<file path="src/rtl/ahb_params_pkg.sv">
// Shared AHB encodings, arbiter state type and burst-length decode.
package ahb_params_pkg;

  localparam logic [1:0] HTRANS_IDLE   = 2'b00;
  localparam logic [1:0] HTRANS_BUSY   = 2'b01;
  localparam logic [1:0] HTRANS_NONSEQ = 2'b10;
  localparam logic [1:0] HTRANS_SEQ    = 2'b11;

  localparam logic [2:0] HBURST_SINGLE = 3'b000;
  localparam logic [2:0] HBURST_INCR   = 3'b001;
  localparam logic [2:0] HBURST_WRAP4  = 3'b010;
  localparam logic [2:0] HBURST_INCR4  = 3'b011;
  localparam logic [2:0] HBURST_WRAP8  = 3'b100;
  localparam logic [2:0] HBURST_INCR8  = 3'b101;
  localparam logic [2:0] HBURST_WRAP16 = 3'b110;
  localparam logic [2:0] HBURST_INCR16 = 3'b111;

  localparam logic [1:0] HRESP_OKAY  = 2'b00;
  localparam logic [1:0] HRESP_ERROR = 2'b01;
  localparam logic [1:0] HRESP_RETRY = 2'b10;
  localparam logic [1:0] HRESP_SPLIT = 2'b11;

  typedef enum logic [1:0] {
    ARB    = 2'd0,
    BURST  = 2'd1,
    LOCKED = 2'd2
  } arb_state_t;

  // Fixed-length bursts only; SINGLE and INCR report 0.
  function automatic logic [4:0] burst_beats(input logic [2:0] hburst);
    case (hburst)
      HBURST_WRAP4,  HBURST_INCR4:  burst_beats = 5'd4;
      HBURST_WRAP8,  HBURST_INCR8:  burst_beats = 5'd8;
      HBURST_WRAP16, HBURST_INCR16: burst_beats = 5'd16;
      default:                      burst_beats = 5'd0;
    endcase
  endfunction

endpackage

</file>
<file path="src/rtl/ahb_arbiter_if.sv">
// Arbiter-facing AHB signals: requests and muxed bus status in, grant and ownership out.
interface ahb_arbiter_if #(
  parameter int NUM_MASTERS = 4,
  parameter int MW          = $clog2(NUM_MASTERS)
);
  logic [NUM_MASTERS-1:0] HBUSREQ;
  logic [NUM_MASTERS-1:0] HLOCK;
  logic [1:0]             HTRANS;
  logic [2:0]             HBURST;
  logic                   HREADY;
  logic [1:0]             HRESP;
  logic [NUM_MASTERS-1:0] HGRANT;
  logic [MW-1:0]          HMASTER;
  logic [MW-1:0]          HMASTER_DATA;
  logic                   HMASTLOCK;

  // slave: the arbiter itself; master: the requesting side of the bus.
  modport slave (
    input  HBUSREQ, HLOCK, HTRANS, HBURST, HREADY, HRESP,
    output HGRANT, HMASTER, HMASTER_DATA, HMASTLOCK
  );

  modport master (
    output HBUSREQ, HLOCK, HTRANS, HBURST, HREADY, HRESP,
    input  HGRANT, HMASTER, HMASTER_DATA, HMASTLOCK
  );
endinterface

</file>
<file path="src/rtl/ahb_rr_picker.sv">
// Combinational round-robin picker: first set request after ptr, wrapping around.
module ahb_rr_picker #(
  parameter int N           = 4,
  parameter int DEFAULT_IDX = 0,
  parameter int W           = $clog2(N)
) (
  input  logic [N-1:0] req,
  input  logic [W-1:0] ptr,
  output logic [W-1:0] winner,
  output logic         valid
);
  localparam int unsigned NU = N;

  int unsigned idx;

  // Scan farthest-to-nearest so the nearest requester after ptr is written last.
  always_comb begin
    winner = W'(DEFAULT_IDX);
    valid  = 1'b0;
    idx    = 0;
    for (int unsigned i = NU; i >= 1; i--) begin
      idx = int'(ptr) + i;
      if (idx >= NU) idx = idx - NU;
      if (req[W'(idx)]) begin
        winner = W'(idx);
        valid  = 1'b1;
      end
    end
  end
endmodule

</file>
<file path="src/rtl/ahb_arbiter.sv">
// Round-robin AHB arbiter with burst/lock hold and address/data-phase ownership tracking.
module ahb_arbiter
  import ahb_params_pkg::*;
#(
  parameter int NUM_MASTERS    = 4,
  parameter int DEFAULT_MASTER = 0,
  parameter int MW             = $clog2(NUM_MASTERS)
) (
  input  logic         HCLK,
  input  logic         HRESET,
  ahb_arbiter_if.slave bus
);
  localparam logic [MW-1:0] DEF = MW'(DEFAULT_MASTER);

  arb_state_t    state_q, state_d;
  logic [MW-1:0] grant_q, grant_d, ptr_q, ptr_d;
  logic [MW-1:0] master_q, data_q, pick;
  logic [4:0]    cnt_q, cnt_d, beats;
  logic          pick_valid, lock_q, rearb, err, hold_incr, is_seq;

  ahb_rr_picker #(
    .N          (NUM_MASTERS),
    .DEFAULT_IDX(DEFAULT_MASTER),
    .W          (MW)
  ) u_picker (
    .req   (bus.HBUSREQ),
    .ptr   (ptr_q),
    .winner(pick),
    .valid (pick_valid)
  );

  always_comb begin
    state_d   = state_q;
    grant_d   = grant_q;
    ptr_d     = ptr_q;
    cnt_d     = cnt_q;
    rearb     = 1'b0;
    beats     = burst_beats(bus.HBURST);
    err       = (bus.HRESP == HRESP_ERROR);
    is_seq    = (bus.HTRANS == HTRANS_SEQ);
    hold_incr = bus.HBUSREQ[master_q] &&
                (is_seq || bus.HTRANS == HTRANS_BUSY);
    if (err) cnt_d = '0;
    if (bus.HREADY) begin
      if (err) begin
        // An ERROR ends a burst but not a lock that is still being asserted.
        if (!(state_q == LOCKED && bus.HLOCK[grant_q])) begin
          rearb   = 1'b1;
          state_d = ARB;
        end
      end else begin
        case (state_q)
          ARB: begin
            if (!hold_incr) begin
              rearb = 1'b1;
              if (bus.HTRANS == HTRANS_NONSEQ && beats != 5'd0) begin
                state_d = BURST;
                cnt_d   = beats - 5'd1;
              end else if (bus.HLOCK[pick]) begin
                state_d = LOCKED;
              end
            end
          end
          BURST: begin
            if (is_seq) begin
              if (cnt_q == 5'd1) begin
                rearb   = 1'b1;
                cnt_d   = '0;
                state_d = bus.HLOCK[pick] ? LOCKED : ARB;
              end else begin
                cnt_d = cnt_q - 5'd1;
              end
            end
          end
          LOCKED: begin
            if (!bus.HLOCK[grant_q]) begin
              rearb   = 1'b1;
              state_d = ARB;
            end
          end
          default: state_d = ARB;
        endcase
      end
    end
    if (rearb) begin
      grant_d = pick;
      if (pick_valid) ptr_d = pick;
    end
  end

  always_ff @(posedge HCLK or posedge HRESET) begin
    if (HRESET) begin
      state_q  <= ARB;
      grant_q  <= DEF;
      ptr_q    <= DEF;
      cnt_q    <= '0;
      master_q <= DEF;
      data_q   <= DEF;
      lock_q   <= 1'b0;
    end else begin
      state_q <= state_d;
      grant_q <= grant_d;
      ptr_q   <= ptr_d;
      cnt_q   <= cnt_d;
      if (bus.HREADY) begin
        master_q <= grant_q;
        data_q   <= master_q;
        lock_q   <= bus.HLOCK[grant_q];
      end
    end
  end

  always_comb begin
    bus.HGRANT          = '0;
    bus.HGRANT[grant_q] = 1'b1;
  end

  assign bus.HMASTER      = master_q;
  assign bus.HMASTER_DATA = data_q;
  assign bus.HMASTLOCK    = lock_q;
endmodule

</file>
<file path="src/flat_wrapper.sv">
// flat-port wrapper written by rule: the top's interface ports become plain ports
module ahb_arbiter_flat import ahb_params_pkg::*;
#(
  parameter int NUM_MASTERS    = 4,
  parameter int DEFAULT_MASTER = 0,
  parameter int MW             = $clog2(NUM_MASTERS)
)
  (HCLK, HRESET, bus_HBUSREQ, bus_HLOCK, bus_HTRANS, bus_HBURST, bus_HREADY, bus_HRESP, bus_HGRANT, bus_HMASTER, bus_HMASTER_DATA, bus_HMASTLOCK);
  ahb_arbiter_if #(.NUM_MASTERS(NUM_MASTERS), .MW(MW)) bus_i ();
  input  logic HCLK;
  input  logic HRESET;
  input wire logic [$bits(bus_i.HBUSREQ)-1:0] bus_HBUSREQ;
  input wire logic [$bits(bus_i.HLOCK)-1:0] bus_HLOCK;
  input wire logic [$bits(bus_i.HTRANS)-1:0] bus_HTRANS;
  input wire logic [$bits(bus_i.HBURST)-1:0] bus_HBURST;
  input wire logic [$bits(bus_i.HREADY)-1:0] bus_HREADY;
  input wire logic [$bits(bus_i.HRESP)-1:0] bus_HRESP;
  output wire logic [$bits(bus_i.HGRANT)-1:0] bus_HGRANT;
  output wire logic [$bits(bus_i.HMASTER)-1:0] bus_HMASTER;
  output wire logic [$bits(bus_i.HMASTER_DATA)-1:0] bus_HMASTER_DATA;
  output wire logic [$bits(bus_i.HMASTLOCK)-1:0] bus_HMASTLOCK;
  assign bus_i.HBUSREQ = bus_HBUSREQ;
  assign bus_i.HLOCK = bus_HLOCK;
  assign bus_i.HTRANS = bus_HTRANS;
  assign bus_i.HBURST = bus_HBURST;
  assign bus_i.HREADY = bus_HREADY;
  assign bus_i.HRESP = bus_HRESP;
  assign bus_HGRANT = bus_i.HGRANT;
  assign bus_HMASTER = bus_i.HMASTER;
  assign bus_HMASTER_DATA = bus_i.HMASTER_DATA;
  assign bus_HMASTLOCK = bus_i.HMASTLOCK;
  ahb_arbiter #(.NUM_MASTERS(NUM_MASTERS), .DEFAULT_MASTER(DEFAULT_MASTER), .MW(MW)) u_core (.HCLK(HCLK), .HRESET(HRESET), .bus(bus_i));
endmodule
</file>
<file path="config.mk">
export PLATFORM = sky130hd
export DESIGN_NAME = ahb_arbiter_flat
export DESIGN_NICKNAME = d
export VERILOG_FILES = /design/src/rtl/ahb_params_pkg.sv /design/src/rtl/ahb_arbiter_if.sv /design/src/rtl/ahb_rr_picker.sv /design/src/rtl/ahb_arbiter.sv /design/src/flat_wrapper.sv
export SDC_FILE = /design/constraint.sdc
export NUM_CORES = 1
export LEC_CHECK = 0
export CAP_MARGIN = 0
export CORE_UTILIZATION = 29
export DETAILED_ROUTE_END_ITERATION = 10
export HOLD_SLACK_MARGIN = 0.1
export PLACE_DENSITY_LB_ADDON = 0.25
export REMOVE_ABC_BUFFERS = 1
export SETUP_SLACK_MARGIN = 0.15
export SYNTH_ARGS = -nofsm -noshare
export SYNTH_HDL_FRONTEND = slang
export SYNTH_SLANG_ARGS = --single-unit
export TNS_END_PERCENT = 20
</file>
<file path="constraint.sdc">
create_clock -name HCLK -period 2.6 [get_ports HCLK]
set_input_delay 0.78 -clock HCLK [delete_from_list [all_inputs] [get_ports HCLK]]
set_output_delay 0.78 -clock HCLK [all_outputs]
set_load 0.05 [all_outputs]
</file>
## Word-level counts from Yosys, hierarchy flattened

Cells that the tools add are included.

| word-level totals | value |
|---|---|
| output and inout bits | 9 |
| bits of input ports | 18 |
| word-level logic and storage cells | 115 |
| register bits | 16 |

| operators by class | value |
|---|---|
| reduce and logical (&&, ||, !) cells | 12 |
| eq/ne operators | 19 |
| add/subtract/negate cells | 10 |
| $lt $le $gt $ge | 12 |
| mux-type cells | 55 |

Operators with widths:

| operator | number |
|---|---|
| $mux 5 | 7 |
| $mux 2 | 17 |
| $lt 2x3->1 const B | 7 |
| $mux 1 | 19 |
| $pmux 5 s3 | 1 |
| $bmux 1 s2 | 7 |
| $eq 3x3->1 const B | 4 |
| $pmux 5 s2 | 1 |
| $sub 5x1->5 const B | 2 |
| $ge 3x3->1 const B | 3 |
| $sub 2x1->2 const B | 4 |
| $reduce_and 7->1 | 1 |
| $add 2x2->3 const B | 2 |
| $eq 2x1->1 const B | 3 |
| $eq 2x2->1 const B | 3 |
| $eq 3x2->1 const B | 2 |
| $ne 3x1->1 const B | 2 |
| $ne 3x2->1 const B | 2 |
| $pmux 2 s3 | 1 |
| $reduce_or 2->1 | 3 |
| $eq 5x1->1 const B | 1 |
| $reduce_bool 5->1 | 1 |
| $add 2x3->4 const B | 1 |
| $ge 4x3->1 const B | 1 |
| 10 further kinds | 13 |

## Depth between registers and ports, before layout

Gate-level depths: netlist of the first run.

| depth | value |
|---|---|
| word-level depth | 16 |
| gate-level depth with buffers | 8 |
| gate-level depth less buffers | 8 |

## Modules after synthesis

Synthesis of the first run repeated with hierarchy kept, for this count alone.

| second synthesis, totals | value |
|---|---|
| cells, all modules | 132 |
| area total of the unflattened synthesis | 1222.4 um^2 |

By module, submodules not included:

| module | cells each | sequential area each (um^2) | times used | area each (um^2) |
|---|---|---|---|---|
| ahb_arbiter | 118 | 400.4 | 1 | 1131.1 |
| ahb_rr_picker | 14 | 0.0 | 1 | 91.3 |

## Worst setup path before layout of the first run

OpenSTA, ideal clock, no wires.

| timing | value |
|---|---|
| kind | in2reg |
| start | input bus_HBURST[2] |
| end | register u_core.cnt_q[2] |
| library setup time | 119 ps |
| arrival time | 2241 ps |
| path buffers | 0 |
| stages | 7 |
| path slack | 240 ps |
| required time | 2481 ps |
| cells stage by stage | nand2b_1 ha_1 a21oi_1 mux2_2 a32oi_1 nor2_1 o21a_1 |

| on the way | value |
|---|---|
| longest elaborated chain between the ends | 10 |
| elaborated cells between the ends (all ways) | 18 |
| classes of those cells | 1 x add/sub; 6 x eq/ne; 6 x mux; 5 x reduce/logical |

Ends and longest elaborated chain:

| what | RTL line | RTL |
|---|---|---|
| from (decl) | flat_wrapper.sv:15 | `input wire logic [$bits(bus_i.HBURST)-1:0] bus_HBURST;` |
| $eq 3x3->1 / $eq 3x2->1 (equally long branches) | ahb_params_pkg.sv:31 | `case (hburst)` |
| $reduce_or 2->1 | ahb_params_pkg.sv:31 |  |
| $pmux 5 s3 * | ahb_params_pkg.sv:31 |  |
| branches (longest 2 deep; another with $sub 5x1->5) | n/a |  |
| $mux 5 * | ahb_arbiter.sv:56 | `if (bus.HTRANS == HTRANS_NONSEQ && beats != 5'd0) begin` |
| $mux 5 * | ahb_arbiter.sv:54 | `if (!hold_incr) begin` |
| $pmux 5 s2 * | ahb_arbiter.sv:52 | `case (state_q)` |
| $mux 5 * | ahb_arbiter.sv:45 | `if (err) begin` |
| $mux 5 * | ahb_arbiter.sv:44 | `if (bus.HREADY) begin` |
| net u_core.cnt_d[2] | ahb_arbiter.sv:18 | `logic [4:0] cnt_q, cnt_d, beats;` |
| to (signal assigned) | ahb_arbiter.sv:104 | `cnt_q <= cnt_d;` |
| to (decl) | ahb_arbiter.sv:18 |  |

Mark *: on every way through the listed nets, which the timed path passes.
A chain may end at the register's enable or synchronous reset.

## Worst setup path after layout of the first run

| timing | value |
|---|---|
| start | register u_core.grant_q[0] |
| end | output bus_HGRANT[1] |

| on the way | value |
|---|---|
| longest elaborated chain between the ends | 4 |
| elaborated cells between the ends (all ways) | 5 |
| classes of those cells | 2 x order compare; 2 x mux; 1 x reduce/logical |

Ends and longest elaborated chain:

| what | RTL line | RTL |
|---|---|---|
| from (decl) | ahb_arbiter.sv:16 | `logic [MW-1:0] grant_q, grant_d, ptr_q, ptr_d;` |
| from (signal assigned) | ahb_arbiter.sv:102 | `grant_q <= grant_d;` |
| $lt 2x3->1 (implied by the code) / $ge 2x1->1 (equally long branches) | ahb_arbiter.sv:115 | `bus.HGRANT[grant_q] = 1'b1;` |
| $logic_and 1x1->1 (implied by the code) | ahb_arbiter.sv:115 |  |
| $mux 1 (implied by the code) | ahb_arbiter.sv:115 |  |
| $demux 1 s2 * | n/a |  |
| to (decl) | flat_wrapper.sv:18 | `output wire logic [$bits(bus_i.HGRANT)-1:0] bus_HGRANT;` |

Every way passes the cells marked *; elsewhere a longest branch is shown, timed or not.

==> metrics.yaml, run 1 <==
status: "finished, final reports clean"
drive_above_1_share_pct: 22.2
wl_per_cell_um: 14.1
gr-total-overflow: 0
fillers: 394
hp-start: "u_core.bus.HMASTER_DATA[0]"
rows: 23
cts_sinks: 16
cts-root-buf: "clkbuf_8"
grt_pass1_vias: 1185
grtUsageTotal_pct: 16.3
seq_power_share_pct: 29.2
dp_cells: 221
p_per_area_nw_per_um2: 983
worstReg2RegStart: "u_core.cnt_q[1]"
grt_pass1_wl_um: 5470
switching_share_pct: 46.4
p_int_uw: 900
timing.fmax_mhz: 409
clock_latency_ns: 0.25
ff_latch_area_um2: 400
ioPinCount: 27
routed-via-count: 1175
synth.distinct_cells: 45
p_comb_share_pct: 57.5
syn_area_um2: 1200
setup_violations: 0
place_congestion: 0.843
hold_ws_ns: 0.519
synthTopCellsByArea: "dfrtp_1, mux2_2, nor2_1"
synth_edf_count: 0
ys_warn_count: 0
synth-seq-area-share_pct: 33.2
maxSlewViolCount: 0
vias_per_cell: 5.20
period_share_pct: 94.0
tightest_slew_ns: 0.646
fin_cells: 226
peakVddDrop_uv: 631
drt_iter0_markers: 56
ant_nets: 0
initial_utilization_pct: 30.1
dr.pass1.iters: 4
max_cap_viol_count: 0
p_switching_uw: 781
synthCells: 136
async_flop_share_pct: 100
timing.final.ws_setup_ns: 0.155
hold_class: "reg -> reg"
dieHeight_um: 66.5
rsz0062_at_grt: "yes"
skew_ns: 0.00479
route.detailed.drc: 0
endpoint_kind: "output pin"
required_ns: 1.82
slew_headroom_pct: 56.9
critPathKind: "reg -> out"
place_hpwl_um: 2420
antenna_found_initial: 0
tritoncts: "yes"
synth_top_area_share_pct: 33.2
clock_path_buffers: 2
cp-startpoint: "u_core.grant_q[0]"
ys_ff_latch: 16
cts_inserted_buffers: 3
area_growth_pct: 42.0
final_nets: 199
synthFlopType: "dfrtp_1"
crit_fanout: 6
post-route-min-period_ns: 2.44
cp-start-kind: "flip-flop"
htree_levels: 1
yosysTopAreaCell: "dfrtp_1"
preCtsSetupSlack_ns: -0.225
clock_power_share_pct: 13.3
path_clk_slew_ns: 0.07
syn_area_per_cell_um2: 8.86
die_w_um: 66.5
num_antenna_cells: 0
multiInputGateArea_um2: 772
wl_um: 3180
hold_violations: 0
portBuffers: 25
core_um2: 4000
worstPathArrival_ns: 1.66
die-area_um2: 4420
power_leakage_uw: 0.000771
grt_start_max_net_pins: 17
power_uw: 1680
[state kept, by name (all words and copies together) (netlist names)]
name / count
u_core.cnt_q: 5
u_core.state_q: 2
u_core.grant_q: 2
u_core.bus.HMASTER: 2
u_core.ptr_q: 2
u_core.bus.HMASTLOCK: 1
u_core.bus.HMASTER_DATA: 2
[cell families after synthesis]
logic type	after synthesis	share of synthesized area [%]
and+or+nand+nor	49	21.2
DFF	16	33.2
xor gates and xnor gates	2	1.45
adders and majority gates	4	4.15
buffers and inverters	14	5.19
AOI/OAI and AO/OA	39	22.0
muxes	12	12.8
[synthesized netlist by cell type (all sizes together), types with 3 or more instances]
cell type	instances
a21oi	7
a32oi	3
clkbuf	3
dfrtp	16
ha	4
inv	9
mux2	7
mux2i	3
nand2	10
nand2b	6
nor2	17
nor3	4
o21ai	11
[area by class of cell]
| cell class | count | share of cell area, % |
|---|---|---|
| sequential | 16 | 23.4 |
| tap | 50 | 3.66 |
| multi-input combinational | 106 | 45.1 |
| inverter | 9 | 1.98 |
| timing repair buffer | 41 | 22.6 |
| clock buffer | 4 | 3.22 |
[worst max-delay path, cell delays in order, from the launching register on]
cell and delay (ns):
dfrtp_1 0.45, inv_1 0.08, nor2_1 0.09, clkdlybuf4s50_1 0.80
[per-stage QoR]
step / util (%) / area (um2) / TNS [ns]
2_1_floorplan: - / 1180 / 0
3_3_place_gp: 40.0 / 1600 / -0.766
3_5_place_dp: 40.0 / 1600 / -0.934
4_1_cts: 41.3 / 1650 / 0
5_1_grt: 42.8 / 1710 / 0
6_report: 42.8 / 1710 / 0
[final timing paths]
check	slack, ns	cells after the start	endpoint
setup / recovery	0.16	3	bus_HGRANT[1]
hold reg to reg	0.52	1	u_core.bus.HMASTER_DATA[0]
hold / removal	0.52	1	u_core.bus.HMASTER_DATA[0]
min in group asynchronous	0.91	2	u_core.grant_q[0]
setup reg to reg	0.32	8	u_core.ptr_q[1]
max in group asynchronous	1.27	2	u_core.cnt_q[0]
[power groups by stage]
stage	combinational (uW)	sequential (uW)	clock (uW)
after detailed placement	928	492	0
after CTS	929	489	229
after global placement	914	487	0
final	966	491	224
after floorplan	511	585	0
after global routing	1040	512	249
[layout by cell type (no fill, tap or decap), types with 7 or more instances in the layout]
master,n
inv_1,9
nor2_1,17
dlymetal6s2s_1,7
nand2_1,10
a21oi_1,7
clkdlybuf4s50_1,15
o21ai_0,11
buf_4,16
dfrtp_1,16
mux2_2,7
[timing repair]
item | 4_1_cts | 5_1_grt
pin swaps | 3 | 7
buffers inserted | 0 | 1
gates resized for setup | 3 | 15
endpoints found under the setup margin | 8 | 10
hold buffers | 0 | 0
[routing by layer]
layer | part of all wire [%] | vias to the layer above | GRT usage, % | routed length, um
met2 | 46 | 35 | 26.5 | 1460
met1 | 47 | 553 | 20.8 | 1490
met4 | 2.4 | 0 | 7.45 | 76
li1 | - | 581 | - | -
met3 | 4.8 | 6 | 2.74 | 152
met5 | 0 | - | 0 | 0
No activity file was read; power rests on OpenSTA's default activity.
==> run 2: changes to the inputs <==
Settings changed: ABC_CLOCK_PERIOD_IN_PS set to 2600.
==> results of run 2 <==
No change in the layout: final DEF, timing and power equal those of run 1.
==> run 3: changes to the inputs <==
Settings changed: SLEW_MARGIN set to 20.
==> results of run 3 <==
No change in the layout: final DEF, timing and power equal those of run 1.
==> RTL edit 1, RTL diff (flow settings as in run 2) <==
The 3 states of `arb_state_t` get a one-hot encoding in 3 bits.
--- a/src/rtl/ahb_params_pkg.sv
+++ b/src/rtl/ahb_params_pkg.sv
@@ -20,10 +20,10 @@
   localparam logic [1:0] HRESP_RETRY = 2'b10;
   localparam logic [1:0] HRESP_SPLIT = 2'b11;
 
-  typedef enum logic [1:0] {
-    ARB    = 2'd0,
-    BURST  = 2'd1,
-    LOCKED = 2'd2
+  typedef enum logic [2:0] {
+    ARB    = 3'b001,
+    BURST  = 3'b010,
+    LOCKED = 3'b100
   } arb_state_t;
 
   // Fixed-length bursts only; SINGLE and INCR report 0.
Formal check against the unedited RTL: no difference found for any inputs over 4 cycles, from zero or initial values and one cycle with HRESET high; so few cycles prove little.
==> RTL edit 1 against run 2 <==
  * Global-route usage down 1.0 points
  * Critical endpoint is now bus_HGRANT[2]
  * Die area up 4.8%
  * Synthesized cell count unchanged
  * Total power up 6.4%
  * Critical path depth down 1
  * Setup slack better by 0.0028 ns
  * Critical path type unchanged
  * Via count up 1.4%
  * Combinational power up 14%
  * Sequential cell count up 1
  * Synthesized area up 5.0%
  * Wire length down 0.69%
  * Final area up 7.8%
  * Sequential share of layout area down 0.26 points
==> RTL edit 1: results <==
metrics = {
    "yosys": {
        "prevailing_post_synth_register_cell": "sky130_fd_sc_hd__dfrtp_1",
        "synth.distinct_cells": 46,
        "post_synth_main_area_contributors": "sky130_fd_sc_hd__dfrtp_1 32%, sky130_fd_sc_hd__mux2_2 6.2%, sky130_fd_sc_hd__nand2_1 4.2%",
        "count_of_yosys_warnings_during_synthesis": 0,
        "commonest_cells_in_the_synthesized_netlist": "16 x sky130_fd_sc_hd__dfrtp_1, 14 x sky130_fd_sc_hd__nand2_1, 13 x sky130_fd_sc_hd__nor2_1",
        "yosysSeqAreaShare_pct": 33.7,
        "postSynthAreaPerCell_sq_um": 9.30,
    },
    "placement": {
        "gp_congestion": 0.837,
        "place_area_sq_um": 1700,
        "dp.cells": 226,
        "pre_cts_slack_ns": -0.230,
    },
    "grt": {
        "grt_start_max_net_pins": 18,
        "global_route.usage.met1_pct": 20.4,
        "grt_use_met2_pct": 25.9,
        "grt.total_usage_pct": 15.2,
        "grt_first_pass_wirelength_mm": 5.36,
        "grt_use_met3_pct": 2.33,
    },
    "drt": {
        "wl_met1_mm": 1.55,
        "route.met3.wl_um": 117,
        "drtIter0Drc": 66,
        "drtPass1Iterations": 4,
        "dr_wl_met2_mm": 1.50,
        "wirelength_mm": 3.16,
        "routed.top_layer": "met3",
        "dr_total_vias": 1191,
    },
    "final_layout": {
        "final_net_count": 207,
        "num-fill-cells": 415,
        "layout_cell_share_with_drive_strength_beyond_1_pct": 28.8,
        "final-instance-count-excl-fill": 234,
        "top_regs": "u_core.cnt_q (5), u_core.state_q (3)",
    },
    "sta": {
        "worst_slew_margin_rel_pct": 52.3,
        "finalWorstSetupSlack_ns": 0.158,
        "fin_skew_ns": 0.00399,
        "hold_ws_ns": 0.507,
    },
    "setup_path": {
        "cp_max_fo": 7,
        "r2r-end": "u_core.state_q[2]",
        "launch_point_of_the_worst_reg_to_reg_path": "u_core.state_q[0]",
        "cp-endpoint": "bus_HGRANT[2]",
        "r2r_setup_slack_ns": 0.52,
        "r2r.worst_path.cells": 5,
    },
    "outcome": {
        "status": "complete, no violations",
    },
    "power": {
        "peakVddDrop_mv": 0.626,
        "leakage_nw": 0.808,
    },
}
## RTL edit 1: layout make-up
| class | count | area [sq um] | share of cell area, % |
|---|---|---|---|
| inverters | 6 | 22.5 | 1.22 |
| multi-input cells | 111 | 868 | 47.1 |
| flip-flops and latches | 17 | 427 | 23.1 |
| clock inverters | 1 | 5.00 | 0.272 |
| clock buffers | 3 | 41.3 | 2.24 |
| well taps | 50 | 62.6 | 3.39 |
| repair buffers | 46 | 417 | 22.6 |
## RTL edit 1: cells by family after synthesis
kind of cell | count (synthesis) | share of synthesized area (%)
simple gates | 56 | 22.8
compound gates | 38 | 24.4
flops | 17 | 33.7
mux | 11 | 11.4
buf+inv | 8 | 2.37
fa+ha+maj | 4 | 3.96
xor+xnor | 2 | 1.39
## RTL edit 1: where the power goes
| group | switching [mW] | internal [mW] |
|---|---|---|
| sequential | 0.115 | 0.374 |
| clock | 0.0932 | 0.106 |
| combinational | 0.605 | 0.496 |
==> RTL edit 2, RTL diff (settings of run 2) <==
Made on the original files. `NUM_MASTERS` is set to 4 in 3 places; all go to 8.
--- a/src/rtl/ahb_arbiter_if.sv
+++ b/src/rtl/ahb_arbiter_if.sv
@@ -1,6 +1,6 @@
 // Arbiter-facing AHB signals: requests and muxed bus status in, grant and ownership out.
 interface ahb_arbiter_if #(
-  parameter int NUM_MASTERS = 4,
+  parameter int NUM_MASTERS = 8,
   parameter int MW          = $clog2(NUM_MASTERS)
 );
   logic [NUM_MASTERS-1:0] HBUSREQ;
--- a/src/rtl/ahb_arbiter.sv
+++ b/src/rtl/ahb_arbiter.sv
@@ -2,7 +2,7 @@
 module ahb_arbiter
   import ahb_params_pkg::*;
 #(
-  parameter int NUM_MASTERS    = 4,
+  parameter int NUM_MASTERS    = 8,
   parameter int DEFAULT_MASTER = 0,
   parameter int MW             = $clog2(NUM_MASTERS)
 ) (
--- a/src/flat_wrapper.sv
+++ b/src/flat_wrapper.sv
@@ -1,7 +1,7 @@
 // flat-port wrapper written by rule: the top's interface ports become plain ports
 module ahb_arbiter_flat import ahb_params_pkg::*;
 #(
-  parameter int NUM_MASTERS    = 4,
+  parameter int NUM_MASTERS    = 8,
   parameter int DEFAULT_MASTER = 0,
   parameter int MW             = $clog2(NUM_MASTERS)
 )
Interface: changed (5 resized); port bits go from 27 to 41. No check against the original RTL was run, so the function may have changed too.
==> RTL edit 2 against run 2 <==
  * The flow now finishes with violations (setup timing)
  * Final area up 100%
  * Hold slack lost 0.0095 ns
  * Non-clock buffer count up 64
  * Clock power is 39% higher
  * Total power rose to 3.1 times the old value
  * Core utilization increased by 1.6 points
  * Final cell count rose by 98%
  * Synthesized area grew 97%
  * Wire length rose by 120%
  * Global-route usage grew 0.41 points
  * Sequential cell count rose by 4
  * Sequential share of layout area shrank 8.9 points
  * Setup slack got worse by 0.64 ns
  * Largest power group unchanged
  * Highest routed layer unchanged
==> RTL edit 2: results <==
metrics = {
    "hold_path": {
        "hold_depth": 1,
        "min_to": "u_core.bus.HMASTER_DATA[1]",
        "min_path_type": "reg -> reg",
        "hold_start": "u_core.bus.HMASTER_DATA[1]",
    },
    "grt": {
        "grt_start_max_net_pins": 21,
        "grt_first_pass_wirelength_mm": 11.4,
        "grt_pass1_vias": 2249,
        "grt_overflow_total": 0,
        "grt.total_usage_pct": 16.7,
    },
    "placement": {
        "hpwlAfterDp_mm": 5.17,
        "gp_congestion": 0.820,
        "buffer_ports.inserted": 39,
        "pre_cts_slack_ns": -1.16,
    },
    "final_layout": {
        "nonClockInverterCount": 12,
        "max_flop_register": "u_core.cnt_q",
        "antenna-diode-count": 0,
        "num-fill-cells": 762,
        "layout_cell_share_with_drive_strength_beyond_1_pct": 40.9,
        "buf_share_pct": 26.7,
        "final_net_count": 378,
        "area.share.sequential_pct": 14.5,
        "num-multi-input-gates": 204,
        "nNonClkBuffers": 105,
        "multi_input_comb_area_sq_um": 1790,
        "clock_buffers_and_inverters_area_share_pct": 2.06,
        "n_clock_buffer": 3,
    },
    "clock_network": {
        "post_cts_resize_count": 57,
        "cts_setup_buffers": 6,
        "clock_latency_on_the_worst_skew_pair_ns": 0.26,
        "clk_root_buffer_cell": "sky130_fd_sc_hd__clkbuf_8",
        "cts.clk_slew.worst_paths_ns": 0.08,
    },
    "sta": {
        "hold_ws_ns": 0.510,
        "worst-slew-pin-transition_ns": 0.511,
        "final_number_of_setup_violating_endpoints": 5,
        "finalWorstSetupSlack_ns": -0.488,
        "fin_skew_ns": 0.00910,
    },
    "drt": {
        "drtIter0Drc": 118,
        "wirelength_mm": 6.89,
        "vias_per_cell": 5.17,
    },
    "power": {
        "peakVddDrop_mv": 0.670,
        "leakage_nw": 1.46,
    },
    "yosys": {
        "synth.distinct_cells": 57,
        "commonest_cells_in_the_synthesized_netlist": "20 x sky130_fd_sc_hd__dfrtp_1, 20 x sky130_fd_sc_hd__nand2_1, 19 x sky130_fd_sc_hd__o21ai_0",
        "yosysSeqAreaShare_pct": 21.1,
        "post_synth_main_area_contributors": "sky130_fd_sc_hd__dfrtp_1 21%, sky130_fd_sc_hd__mux4_1 8.9%, sky130_fd_sc_hd__mux2_2 8.1%",
        "postSynthRegisterBits": 20,
    },
    "setup_path": {
        "r2r-end": "u_core.state_q[1]",
        "startpoint": "u_core.ptr_q[0]",
        "cp_max_fo": 7,
        "timing.critical_path.slowest_cell_delay_ns": 0.52,
        "r2r.worst_path.cells": 11,
        "timing.critical_path.slowest_stage_cell": "sky130_fd_sc_hd__mux4_2",
        "critPathTopFamily": "multiplexers",
        "worstSetupPathType": "reg -> reg",
        "crit_arrival_ns": 3.27,
    },
    "outcome": {
        "status": "complete, but fails checks",
        "failed_checks": "setup timing",
    },
    "floorplanning": {
        "die_ar_sq_um": 8540,
    },
}
## RTL edit 2: cell count changes after synthesis, moves of 5 or more
cell | before | now
sky130_fd_sc_hd__mux2i_1 | 3 | 10
sky130_fd_sc_hd__nor3_1 | 3 | 13
sky130_fd_sc_hd__mux2_2 | 7 | 17
sky130_fd_sc_hd__a21oi_1 | 7 | 12
sky130_fd_sc_hd__nor2_1 | 17 | 12
sky130_fd_sc_hd__mux4_1 | 0 | 8
sky130_fd_sc_hd__nand2_1 | 10 | 20
sky130_fd_sc_hd__o21ai_0 | 11 | 19
## RTL edit 2: where the power goes
group	internal, mW	switching (mW)
combinational	2.25	2.00
clock	0.206	0.106
sequential	0.439	0.196
## RTL edit 2: metal layers
| layer | GRT usage [%] | vias to the layer above | wire length, um |
|---|---|---|---|
| met5 | 0 | - | 0 |
| met4 | 2.99 | 0 | 45 |
| met3 | 1.07 | 5 | 168 |
| met2 | 27.9 | 37 | 3290 |
| met1 | 23.7 | 1111 | 3380 |
| li1 | - | 1158 | - |
## RTL edit 2: cell families after synthesis
group / Yosys count / share of synthesized area [%]
simple gates: 81 / 18.4
compound gates: 70 / 20.9
mux: 41 / 26.9
buf+inv: 28 / 7.71
flops: 20 / 21.1
fa+ha+maj: 6 / 3.17
xor+xnor: 5 / 1.85
## RTL edit 2: through the flow
step | util (%) | area, sq um | TNS, ns | instances
2_1_floorplan | - | 2230 | -6.73 | 235
3_3_place_gp | 41.1 | 3210 | -5.97 | 433
3_5_place_dp | 41.1 | 3210 | -5.95 | 433
4_1_cts | 43.8 | 3420 | -0.730 | 445
5_1_grt | 44.3 | 3460 | -1.74 | 447
6_report | 44.3 | 3460 | -0.818 | 447
